### src/rtl/quad_encoder_emulator_pkg.sv
// Shared definitions for the A/B/Z quadrature encoder emulator: default
// widths, quarter-step phase constants with their A/B levels, FSM states.
package quad_encoder_emulator_pkg;

    localparam int PPR_W_DEF  = 16;
    localparam int DIV_W_DEF  = 16;
    localparam int STEP_W_DEF = 32;
    localparam int REV_W      = 16;

    // Quarter-step phase numbers (position within one encoder pulse)
    localparam logic [1:0] PH0 = 2'd0;
    localparam logic [1:0] PH1 = 2'd1;
    localparam logic [1:0] PH2 = 2'd2;
    localparam logic [1:0] PH3 = 2'd3;

    // A/B output levels for each phase, packed as {A, B}
    localparam logic [1:0] AB_PH0 = 2'b00;
    localparam logic [1:0] AB_PH1 = 2'b10;
    localparam logic [1:0] AB_PH2 = 2'b11;
    localparam logic [1:0] AB_PH3 = 2'b01;

    typedef enum logic [1:0] {
        ST_IDLE = 2'd0,
        ST_RUN  = 2'd1,
        ST_DONE = 2'd2
    } state_t;

    // Gray-style mapping from phase number to {A, B}
    function automatic logic [1:0] phase_to_ab(input logic [1:0] ph);
        logic [1:0] ab;
        case (ph)
            PH0:     ab = AB_PH0;
            PH1:     ab = AB_PH1;
            PH2:     ab = AB_PH2;
            PH3:     ab = AB_PH3;
            default: ab = AB_PH0;
        endcase
        return ab;
    endfunction

endpackage

### src/rtl/quad_encoder_emulator_step_tick.sv
// Quarter-step rate generator: a loadable down-counter that raises tick for
// one cycle every (reload + 1) enabled cycles. The reload value is captured
// on load so later changes to the source have no effect on a running count.
module quad_encoder_emulator_step_tick
    import quad_encoder_emulator_pkg::*;
#(
    parameter int DIV_W = DIV_W_DEF
) (
    input  logic             Clk,
    input  logic             rset_n,
    input  logic             clr,
    input  logic             load,
    input  logic [DIV_W-1:0] load_val,
    input  logic             en,
    output logic             tick
);

    logic [DIV_W-1:0] cnt_r;
    logic [DIV_W-1:0] reload_r;

    // tick is combinational so the step lands on the same edge the count expires
    assign tick = en & (cnt_r == {DIV_W{1'b0}});

    // Down-counter with clear, load and automatic reload on tick
    always_ff @(posedge Clk or negedge rset_n) begin
        if (!rset_n) begin
            cnt_r    <= {DIV_W{1'b0}};
            reload_r <= {DIV_W{1'b0}};
        end else if (clr) begin
            cnt_r    <= {DIV_W{1'b0}};
        end else if (load) begin
            cnt_r    <= load_val;
            reload_r <= load_val;
        end else if (tick) begin
            cnt_r    <= reload_r;
        end else if (en) begin
            cnt_r    <= cnt_r - {{(DIV_W-1){1'b0}}, 1'b1};
        end else begin
            cnt_r    <= cnt_r;
        end
    end

endmodule

### src/rtl/quad_encoder_emulator.sv
// Quadrature encoder emulator: produces A/B/Z waveforms for tester loopback.
// Holds the run FSM, the shaft position (phase, pulse index, revolutions),
// and the registered encoder outputs. Position persists between runs.
module quad_encoder_emulator
    import quad_encoder_emulator_pkg::*;
#(
    parameter int PPR_W  = PPR_W_DEF,
    parameter int DIV_W  = DIV_W_DEF,
    parameter int STEP_W = STEP_W_DEF
) (
    input  logic              Clk,
    input  logic              rset_n,
    input  logic              Start,
    input  logic              Abort,
    input  logic              Dir,
    input  logic              Continuous,
    input  logic [STEP_W-1:0] Steps,
    input  logic [PPR_W-1:0]  PPR,
    input  logic [DIV_W-1:0]  Div,
    output logic              AOut,
    output logic              BOut,
    output logic              ZOut,
    output logic [PPR_W-1:0]  Index,
    output logic [REV_W-1:0]  Rev,
    output logic              Busy,
    output logic              Done,
    output logic              Err
);

    localparam logic [STEP_W-1:0] STEP_ONE = {{(STEP_W-1){1'b0}}, 1'b1};
    localparam logic [PPR_W-1:0]  IDX_ONE  = {{(PPR_W-1){1'b0}}, 1'b1};
    localparam logic [REV_W-1:0]  REV_ONE  = {{(REV_W-1){1'b0}}, 1'b1};

    state_t            state_r, state_nxt_s;
    logic              dir_r, cont_r;
    logic [STEP_W-1:0] remain_r;
    logic [PPR_W-1:0]  ppr_r, index_r;
    logic [REV_W-1:0]  rev_r;
    logic [1:0]        phase_r;
    logic              a_r, b_r, z_r, busy_r, done_r, err_r;

    logic              accept_s, reject_s, step_s, clr_s, tick_s;
    logic [DIV_W-1:0]  div_m1_s;
    logic [PPR_W-1:0]  ppr_m1_s;
    logic [1:0]        ph_nxt_s;
    logic [PPR_W-1:0]  idx_nxt_s;
    logic [REV_W-1:0]  rev_nxt_s;
    logic              z_nxt_s;

    // Div of 0 behaves like 1; the tick counter wants the period minus one
    always_comb begin
        if (Div == {DIV_W{1'b0}}) begin
            div_m1_s = {DIV_W{1'b0}};
        end else begin
            div_m1_s = Div - {{(DIV_W-1){1'b0}}, 1'b1};
        end
    end

    quad_encoder_emulator_step_tick #(
        .DIV_W (DIV_W)
    ) u_step_tick (
        .Clk      (Clk),
        .rset_n   (rset_n),
        .clr      (clr_s),
        .load     (accept_s),
        .load_val (div_m1_s),
        .en       (state_r == ST_RUN),
        .tick     (tick_s)
    );

    // Run FSM: accept/reject Start, count steps, Abort wins over a step
    always_comb begin
        state_nxt_s = state_r;
        accept_s    = 1'b0;
        reject_s    = 1'b0;
        step_s      = 1'b0;
        clr_s       = 1'b0;
        case (state_r)
            ST_IDLE: begin
                // Abort also blocks a Start in the same cycle
                if (Start && !Abort) begin
                    if (PPR != {PPR_W{1'b0}}) begin
                        accept_s = 1'b1;
                        if (!Continuous && (Steps == {STEP_W{1'b0}})) begin
                            state_nxt_s = ST_DONE;
                        end else begin
                            state_nxt_s = ST_RUN;
                        end
                    end else begin
                        reject_s = 1'b1;
                    end
                end else begin
                    state_nxt_s = ST_IDLE;
                end
            end
            ST_RUN: begin
                if (Abort) begin
                    clr_s       = 1'b1;
                    state_nxt_s = ST_IDLE;
                end else if (tick_s) begin
                    step_s = 1'b1;
                    if (!cont_r && (remain_r == STEP_ONE)) begin
                        clr_s       = 1'b1;
                        state_nxt_s = ST_DONE;
                    end else begin
                        state_nxt_s = ST_RUN;
                    end
                end else begin
                    state_nxt_s = ST_RUN;
                end
            end
            ST_DONE: begin
                state_nxt_s = ST_IDLE;
            end
            default: begin
                clr_s       = 1'b1;
                state_nxt_s = ST_IDLE;
            end
        endcase
    end

    assign ppr_m1_s = ppr_r - IDX_ONE;

    // Next position for one quarter-step in the latched direction
    always_comb begin
        ph_nxt_s  = phase_r;
        idx_nxt_s = index_r;
        rev_nxt_s = rev_r;
        if (!dir_r) begin
            case (phase_r)
                PH0:     ph_nxt_s = PH1;
                PH1:     ph_nxt_s = PH2;
                PH2:     ph_nxt_s = PH3;
                PH3:     ph_nxt_s = PH0;
                default: ph_nxt_s = PH0;
            endcase
            if (phase_r == PH3) begin
                // >= lets an index left over from a larger PPR fall back in range
                if (index_r >= ppr_m1_s) begin
                    idx_nxt_s = {PPR_W{1'b0}};
                    rev_nxt_s = rev_r + REV_ONE;
                end else begin
                    idx_nxt_s = index_r + IDX_ONE;
                end
            end else begin
                idx_nxt_s = index_r;
            end
        end else begin
            case (phase_r)
                PH0:     ph_nxt_s = PH3;
                PH1:     ph_nxt_s = PH0;
                PH2:     ph_nxt_s = PH1;
                PH3:     ph_nxt_s = PH2;
                default: ph_nxt_s = PH0;
            endcase
            if (phase_r == PH0) begin
                if (index_r == {PPR_W{1'b0}}) begin
                    idx_nxt_s = ppr_m1_s;
                    rev_nxt_s = rev_r - REV_ONE;
                end else begin
                    idx_nxt_s = index_r - IDX_ONE;
                end
            end else begin
                idx_nxt_s = index_r;
            end
        end
        z_nxt_s = (ph_nxt_s == PH0) && (idx_nxt_s == {PPR_W{1'b0}});
    end

    // FSM state and status pulses
    always_ff @(posedge Clk or negedge rset_n) begin
        if (!rset_n) begin
            state_r <= ST_IDLE;
            busy_r  <= 1'b0;
            done_r  <= 1'b0;
            err_r   <= 1'b0;
        end else begin
            state_r <= state_nxt_s;
            busy_r  <= (state_nxt_s == ST_RUN);
            done_r  <= (state_nxt_s == ST_DONE);
            err_r   <= reject_s;
        end
    end

    // Run configuration captured at Start and the remaining-step counter
    always_ff @(posedge Clk or negedge rset_n) begin
        if (!rset_n) begin
            dir_r    <= 1'b0;
            cont_r   <= 1'b0;
            remain_r <= {STEP_W{1'b0}};
            ppr_r    <= {PPR_W{1'b0}};
        end else if (accept_s) begin
            dir_r    <= Dir;
            cont_r   <= Continuous;
            remain_r <= Steps;
            ppr_r    <= PPR;
        end else if (step_s && !cont_r) begin
            remain_r <= remain_r - STEP_ONE;
        end else begin
            remain_r <= remain_r;
        end
    end

    // Shaft position and encoder outputs, updated only on a quarter-step
    always_ff @(posedge Clk or negedge rset_n) begin
        if (!rset_n) begin
            phase_r <= PH0;
            index_r <= {PPR_W{1'b0}};
            rev_r   <= {REV_W{1'b0}};
            a_r     <= 1'b0;
            b_r     <= 1'b0;
            z_r     <= 1'b0;
        end else if (step_s) begin
            phase_r      <= ph_nxt_s;
            index_r      <= idx_nxt_s;
            rev_r        <= rev_nxt_s;
            {a_r, b_r}   <= phase_to_ab(ph_nxt_s);
            z_r          <= z_nxt_s;
        end else begin
            phase_r <= phase_r;
        end
    end

    assign AOut  = a_r;
    assign BOut  = b_r;
    assign ZOut  = z_r;
    assign Index = index_r;
    assign Rev   = rev_r;
    assign Busy  = busy_r;
    assign Done  = done_r;
    assign Err   = err_r;

endmodule

### config.mk
export PLATFORM = sky130hd
export DESIGN_NAME = quad_encoder_emulator
export DESIGN_NICKNAME = d
export VERILOG_FILES = /design/src/rtl/quad_encoder_emulator_pkg.sv /design/src/rtl/quad_encoder_emulator_step_tick.sv /design/src/rtl/quad_encoder_emulator.sv
export SDC_FILE = /design/constraint.sdc
export NUM_CORES = 1
export LEC_CHECK = 0
export CAP_MARGIN = 10
export CORE_MARGIN = 4
export CORE_UTILIZATION = 35
export CTS_BUF_LIST = sky130_fd_sc_hd__clkbuf_8 sky130_fd_sc_hd__clkbuf_16
export DETAILED_ROUTE_END_ITERATION = 16
export GPL_ROUTABILITY_DRIVEN = 0
export PLACE_DENSITY_LB_ADDON = 0.08
export SYNTH_ARGS = -nofsm -noshare
export SYNTH_HDL_FRONTEND = slang
export SYNTH_SLANG_ARGS = --single-unit
### constraint.sdc
create_clock -name Clk -period 4.5 [get_ports Clk]
set_clock_uncertainty 0.1 [all_clocks]
set_input_delay 0.9 -clock Clk [delete_from_list [all_inputs] [get_ports Clk]]
set_output_delay 0.9 -clock Clk [all_outputs]
set_load 0.005 [all_outputs]
# Word level (Yosys, flattened, before mapping)
# Cells that the tools add are included.
dict set report classes {
  n_addsub 8
  order_cmp 1
  eq_ne 13
  mux 41
  bitwise_logic 2
  n_reduce_logical 24
}
# op count
set ops {}
lappend ops {{$mux W16} 15}
lappend ops {{$sub A16 B1 Y16 const B} 5}
lappend ops {{$logic_not A16 Y1} 4}
lappend ops {{$mux W32} 2}
lappend ops {{$add A16 B1 Y16 const B} 2}
lappend ops {{$eq A32 B1 Y1 const B} 1}
lappend ops {{$logic_not A32 Y1} 1}
lappend ops {{$sub A32 B1 Y32 const B} 1}
lappend ops {{$pmux W2 S4} 3}
lappend ops {{$ge A16 B16 Y1} 1}
lappend ops {{$reduce_bool A16 Y1} 1}
lappend ops {{$mux W2} 7}
lappend ops {{$eq A2 B2 Y1 const B} 6}
lappend ops {{$mux W1} 12}
lappend ops {{$eq A2 B1 Y1 const B} 4}
lappend ops {{$logic_not A2 Y1} 3}
lappend ops {{$reduce_bool A2 Y1} 3}
lappend ops {{$logic_and A1 B1 Y1} 5}
lappend ops {{$reduce_and A5 Y1} 1}
lappend ops {{$ne A2 B1 Y1 const B} 2}
lappend ops {{$pmux W2 S2} 1}
lappend ops {{$reduce_bool A4 Y1} 1}
lappend ops {{$logic_not A1 Y1} 3}
lappend ops {{$pmux W1 S2} 1}
lappend ops {{4 further kinds} 4}
dict set report totals {
  register_bits 124
  inputBits 70
}

# Longest topological paths before layout
# Gate-level depths: netlist of run 1.
dict set report depth {
  ltp_word 8
  mapped_depth 16
  depth_no_buf 15
}

# Modules after synthesis
# From an unflattened synthesis of run 1, not the netlist that was laid out.
dict set report unflattened {
  hier_cells 1109
  hier_area_um2 9136.3
}
# module instances cells_per_inst area_per_inst_um2 seq_area_each_um2
set modules_own_cells {}
lappend modules_own_cells {quad_encoder_emulator 1 887 7146.9 2302.2}
lappend modules_own_cells {quad_encoder_emulator_step_tick 1 222 1989.4 800.8}

# Least setup slack after synthesis of run 1
# OpenSTA, ideal clock, no wires.
dict set report synth_timing {
  path_kind {register to register}
  start {register ppr_r[0]}
  end {register index_r[12], in the netlist Index[12]}
  setup_time_ns 0.082
  arrival_ns 3.854
  t_required_ns 4.318
  slack_ns 0.464
  path_stages_with_launch 17
  n_path_buf 1
  synth_period_minus_slack_ns 4.036
  cell_sequence {dfrtp_1 > inv_1 > ha_1 > or4b_1 > or4_1 > or3_1 > xor2_1 > ha_1 > nand2_1 > nor2_1 > a2111oi_0 > o21ai_0 > o211ai_1 > nand2_1 > clkbuf_1 > o31a_1 > o22ai_1}
}
dict set report synth_between {
  elab_chain_cells 5
  elab_cells_between_ends 7
  cone_classes {add/sub: 1; order compare: 1; mux: 5}
}
# item line
set synth_rtl {}
lappend synth_rtl {{start, declared} quad_encoder_emulator.sv:37} ;# logic [PPR_W-1:0] ppr_r, index_r;
lappend synth_rtl {{start signal, assigned} quad_encoder_emulator.sv:191} ;# ppr_r <= {PPR_W{1'b0}};
lappend synth_rtl {{$sub A16 B1 Y16 (*)} quad_encoder_emulator.sv:122} ;# assign ppr_m1_s = ppr_r - IDX_ONE;
lappend synth_rtl {{$ge A16 B16 Y1} quad_encoder_emulator.sv:139} ;# if (index_r >= ppr_m1_s) begin
lappend synth_rtl {{$mux W16} quad_encoder_emulator.sv:139}
lappend synth_rtl {{$mux W16} quad_encoder_emulator.sv:137} ;# if (phase_r == PH3) begin
lappend synth_rtl {{$mux W16 (*)} quad_encoder_emulator.sv:129} ;# if (!dir_r) begin
lappend synth_rtl {{end signal, assigned} quad_encoder_emulator.sv:208} ;# index_r <= {PPR_W{1'b0}};
lappend synth_rtl {{end signal, assigned} quad_encoder_emulator.sv:215} ;# index_r <= idx_nxt_s;
lappend synth_rtl {{end, declared} quad_encoder_emulator.sv:37}
# Mark *: on every way between the ends. The rest lies on a longest branch, timed or not.
# A chain may end at the register's enable or synchronous reset.

# Worst setup path after layout of run 1
dict set report layout_timing {
  start {register ppr_r[0]}
  end {register rev_r[14], in the netlist Rev[14]}
}
dict set report layout_between {
  elab_chain_cells 4
}
# item line
set layout_rtl {}
lappend layout_rtl {{$sub A16 B1 Y16} quad_encoder_emulator.sv:122}
lappend layout_rtl {{$ge A16 B16 Y1} quad_encoder_emulator.sv:139}
lappend layout_rtl {{$reduce_bool A2 Y1 (no line)} n/a}
lappend layout_rtl {{$reduce_and A5 Y1 (no line)} n/a}
lappend layout_rtl {{end signal, assigned} quad_encoder_emulator.sv:209} ;# rev_r <= {REV_W{1'b0}};
lappend layout_rtl {{end signal, assigned} quad_encoder_emulator.sv:216} ;# rev_r <= rev_nxt_s;
lappend layout_rtl {{end, declared} quad_encoder_emulator.sv:38} ;# logic [REV_W-1:0] rev_r;
# Every way passes these cells.

==> summary.txt, run 1 <==
Library cells used by synthesis: 79
Place WS: 12.0 ps
Setup TNS: 0 ps
Die area: 0.0274 mm²
Synth Cell Area: 0.00870 mm²
DR pass1 iterations: 5
Syn_nets: 1151
Worst-path clk slew: 60 ps
Final setup viols: 0
CTS Sinks: 124
Main synth FF type: dfrtp_1
1st-iter DRT viols: 451
Core area: 0.0244 mm²
Syn Area/Cell: 8.40 µm²
Fmax: 238 MHz
Peak VDD IR: 0.000198 V
Die Span Y: 166 µm
Non-Filler Instances: 1472
Commonest non-fill, non-tap cell in the layout: nand2_1
Power Density: 372 mW/mm²
Worst Slack Setup Final: 300 ps
DRC errors left: 0
Initial antenna violation count: 0
Rel. slew slack: 44.2%
Crit Path Class: reg -> reg
Vias per cell: 5.34
Post-route minimum period: 4200 ps
Clock Latency Late Sink: 410 ps
Post-synthesis sequential area ratio: 35.7%
Commonest non-fill, non-tap cells in the layout: nand2_1 (154), dfrtp_1 (124), clkdlybuf4s50_1 (106)
Status: finished, final reports clean
Synth Warn #: 0
Routed len/inst: 17.2 µm
EDFF count, synth: 0
Pin count of the biggest net entering global routing: 77
Classification of the worst-slack hold path: reg -> reg
Vias in the first global route: 7781
Cts hold-fix bufs: 0
Area Overhead vs Synth: 23.3%
Post-DP HPWL: 18700 µm
Post-CTS setup repair buffer count: 0
Final Hold Viols: 0
Starting Density: 35.7%
Area of the multi-input gates: 0.00531 mm²
RSZ-0062 raised after global routing: no
Antenna Nets Post-Route: 0
Worst slew pin tran: 837 ps
Req. time, crit path: 4680 ps
Ys async rst share: 100%
# IOs: 108
Startpoint Class: flip-flop
Port Buffers: 107
Final hold slack: 361 ps
Leakage power: 4.38 nW
Slew Limit Fails: 0
Reg area: 0.00310 mm²
Final net count: 1250
Htree depth: 4
Num CTS Buffers: 17
Worst EP arrival: 4380 ps
Pwr Total: 3.99 mW
Layout fillers: 2515
Yosys reg bits: 124
Die width: 166 µm
Share of cells above drive strength 1: 7.93%
WL final: 25300 µm
Core Util, Final: 44.0%
Gr usage total: 18.4%
DP Area: 0.0101 mm²
GR Overflow Total: 0
First-pass GRT wire length: 41800 µm
Max Cap Viol: 0
Vias: 7857
Placed insts: 1440
Root Driver: clkbuf_16
Period utilization: 93.3%
Row count: 57
Max FO, Critical Path: 4
CTS tree: built
Clk buf depth: 2
CP Capture Type: flip-flop
Antenna diodes: 0
Synthesized instance count: 1036
Fin area: 0.0107 mm²
-- repair_timing --
item                                   CTS  global route
setup endpoints to repair                1            12
gates resized for setup                  1             4
endpoints found under the hold margin    0             0
pin swaps                                0             1
gates cloned                             0             0
-- worst max-delay path: stages, from the launching register on --
cell and delay, ps:
dfrtp_1 400, inv_1 110, ha_1 200, or4b_1 460, or4_1 460, or3_1 370
xor2_2 210, ha_1 280, nand2_1 70, nor2_1 50, a2111oi_2 330, o211ai_1 230
and3_1 240, nand3_1 100, o311ai_1 100, or3b_1 380
-- power by group --
part           internal, mW  switching (mW)  total (mW)  leakage, nW
combinational         0.521           0.623        1.14         2.58
clock                 0.773           0.550        1.32        0.258
sequential             1.30           0.226        1.52         1.54
total                  2.59            1.40        3.99         4.38
-- final cells by class --
type / count / share of cell area, %
sequential: 124 / 28.9
inverter: 31 / 1.08
clock buffer: 18 / 4.09
tap: 324 / 3.78
clock inverter: 14 / 1.14
multi-input combinational: 833 / 49.5
timing repair buffer: 128 / 11.5
-- flip-flops by register name, summed over array words and instances, names as in the netlist --
register and cells:
ppr_r 16, Rev 16, u_step_tick.reload_r 16, Busy 1, state_r 2, remain_r 32
phase_r 2, AOut 1, u_step_tick.cnt_r 16, cont_r 1, BOut 1, dir_r 1
Done 1, Index 16, Err 1, ZOut 1
-- metal layers --
layer	share of wire, %	GRT usage (%)
met5	0	0
met4	0.79	3.52
met3	3.2	2.91
met2	48	31.3
met1	48	25.1
-- cell families after synthesis --
group | after synthesis | synth area share (%)
and+or+nand+nor | 446 | 26.2
AOI/OAI and AO/OA | 253 | 19.0
DFF | 124 | 35.7
xor gates and xnor gates | 83 | 8.35
buffers and inverters | 79 | 3.61
adders and majority gates | 45 | 6.56
muxes | 6 | 0.690
-- cells in the mapped netlist (4+ instances only) --
master | number | area share [%]
or4_1 | 10 | 0.86
a22oi_1 | 4 | 0.35
a21o_1 | 18 | 1.6
mux2i_1 | 6 | 0.69
or4_4 | 4 | 0.52
nand4_1 | 13 | 0.93
dfrtp_1 | 124 | 36
ha_1 | 44 | 6.3
a21oi_1 | 47 | 2.7
xnor2_1 | 53 | 5.3
or3_1 | 16 | 1.2
o211ai_1 | 4 | 0.35
a22o_1 | 5 | 0.50
o31a_1 | 5 | 0.50
clkbuf_1 | 38 | 1.6
nand2b_1 | 6 | 0.43
o22ai_1 | 8 | 0.58
a211oi_1 | 5 | 0.43
and4_1 | 5 | 0.50
nor4_1 | 37 | 2.7
and2_1 | 4 | 0.29
nor2_1 | 86 | 3.7
and3_1 | 8 | 0.58
o22a_1 | 12 | 1.2
xor2_1 | 30 | 3.0
o221ai_1 | 4 | 0.40
nor2b_1 | 6 | 0.43
inv_1 | 31 | 1.3
nand2_1 | 156 | 6.7
o21a_1 | 5 | 0.43
buf_2 | 5 | 0.29
o31ai_1 | 7 | 0.60
or2_2 | 8 | 0.58
nand3_1 | 28 | 1.6
a31oi_1 | 9 | 0.65
nor3_1 | 34 | 2.0
o21ai_0 | 82 | 4.7
-- path summary, 6_finish.rpt --
path / from / endpoint / slack, ps / cells after the start
worst max-delay path: ppr_r[0]$_DFFE_PN0P_ / Rev[14]$_DFFE_PN0P_ / 300 / 15
worst min-delay path: BOut$_DFFE_PN0P_ / BOut$_DFFE_PN0P_ / 360 / 2
worst max register to register: ppr_r[0]$_DFFE_PN0P_ / Rev[14]$_DFFE_PN0P_ / 300 / 15
worst min register to register: BOut$_DFFE_PN0P_ / BOut$_DFFE_PN0P_ / 360 / 2
max in group asynchronous: rset_n / remain_r[14]$_DFFE_PN0P_ / 3040 / 2
min in group asynchronous: rset_n / Rev[9]$_DFFE_PN0P_ / 400 / 1
Note: power is estimated with default switching activity, not from simulation.
==> run 2: changes to the inputs <==
- GPL_ROUTABILITY_DRIVEN: 0 -> not set
==> results of run 2 <==
The final DEF is identical to that of run 1; final timing and power are the same.
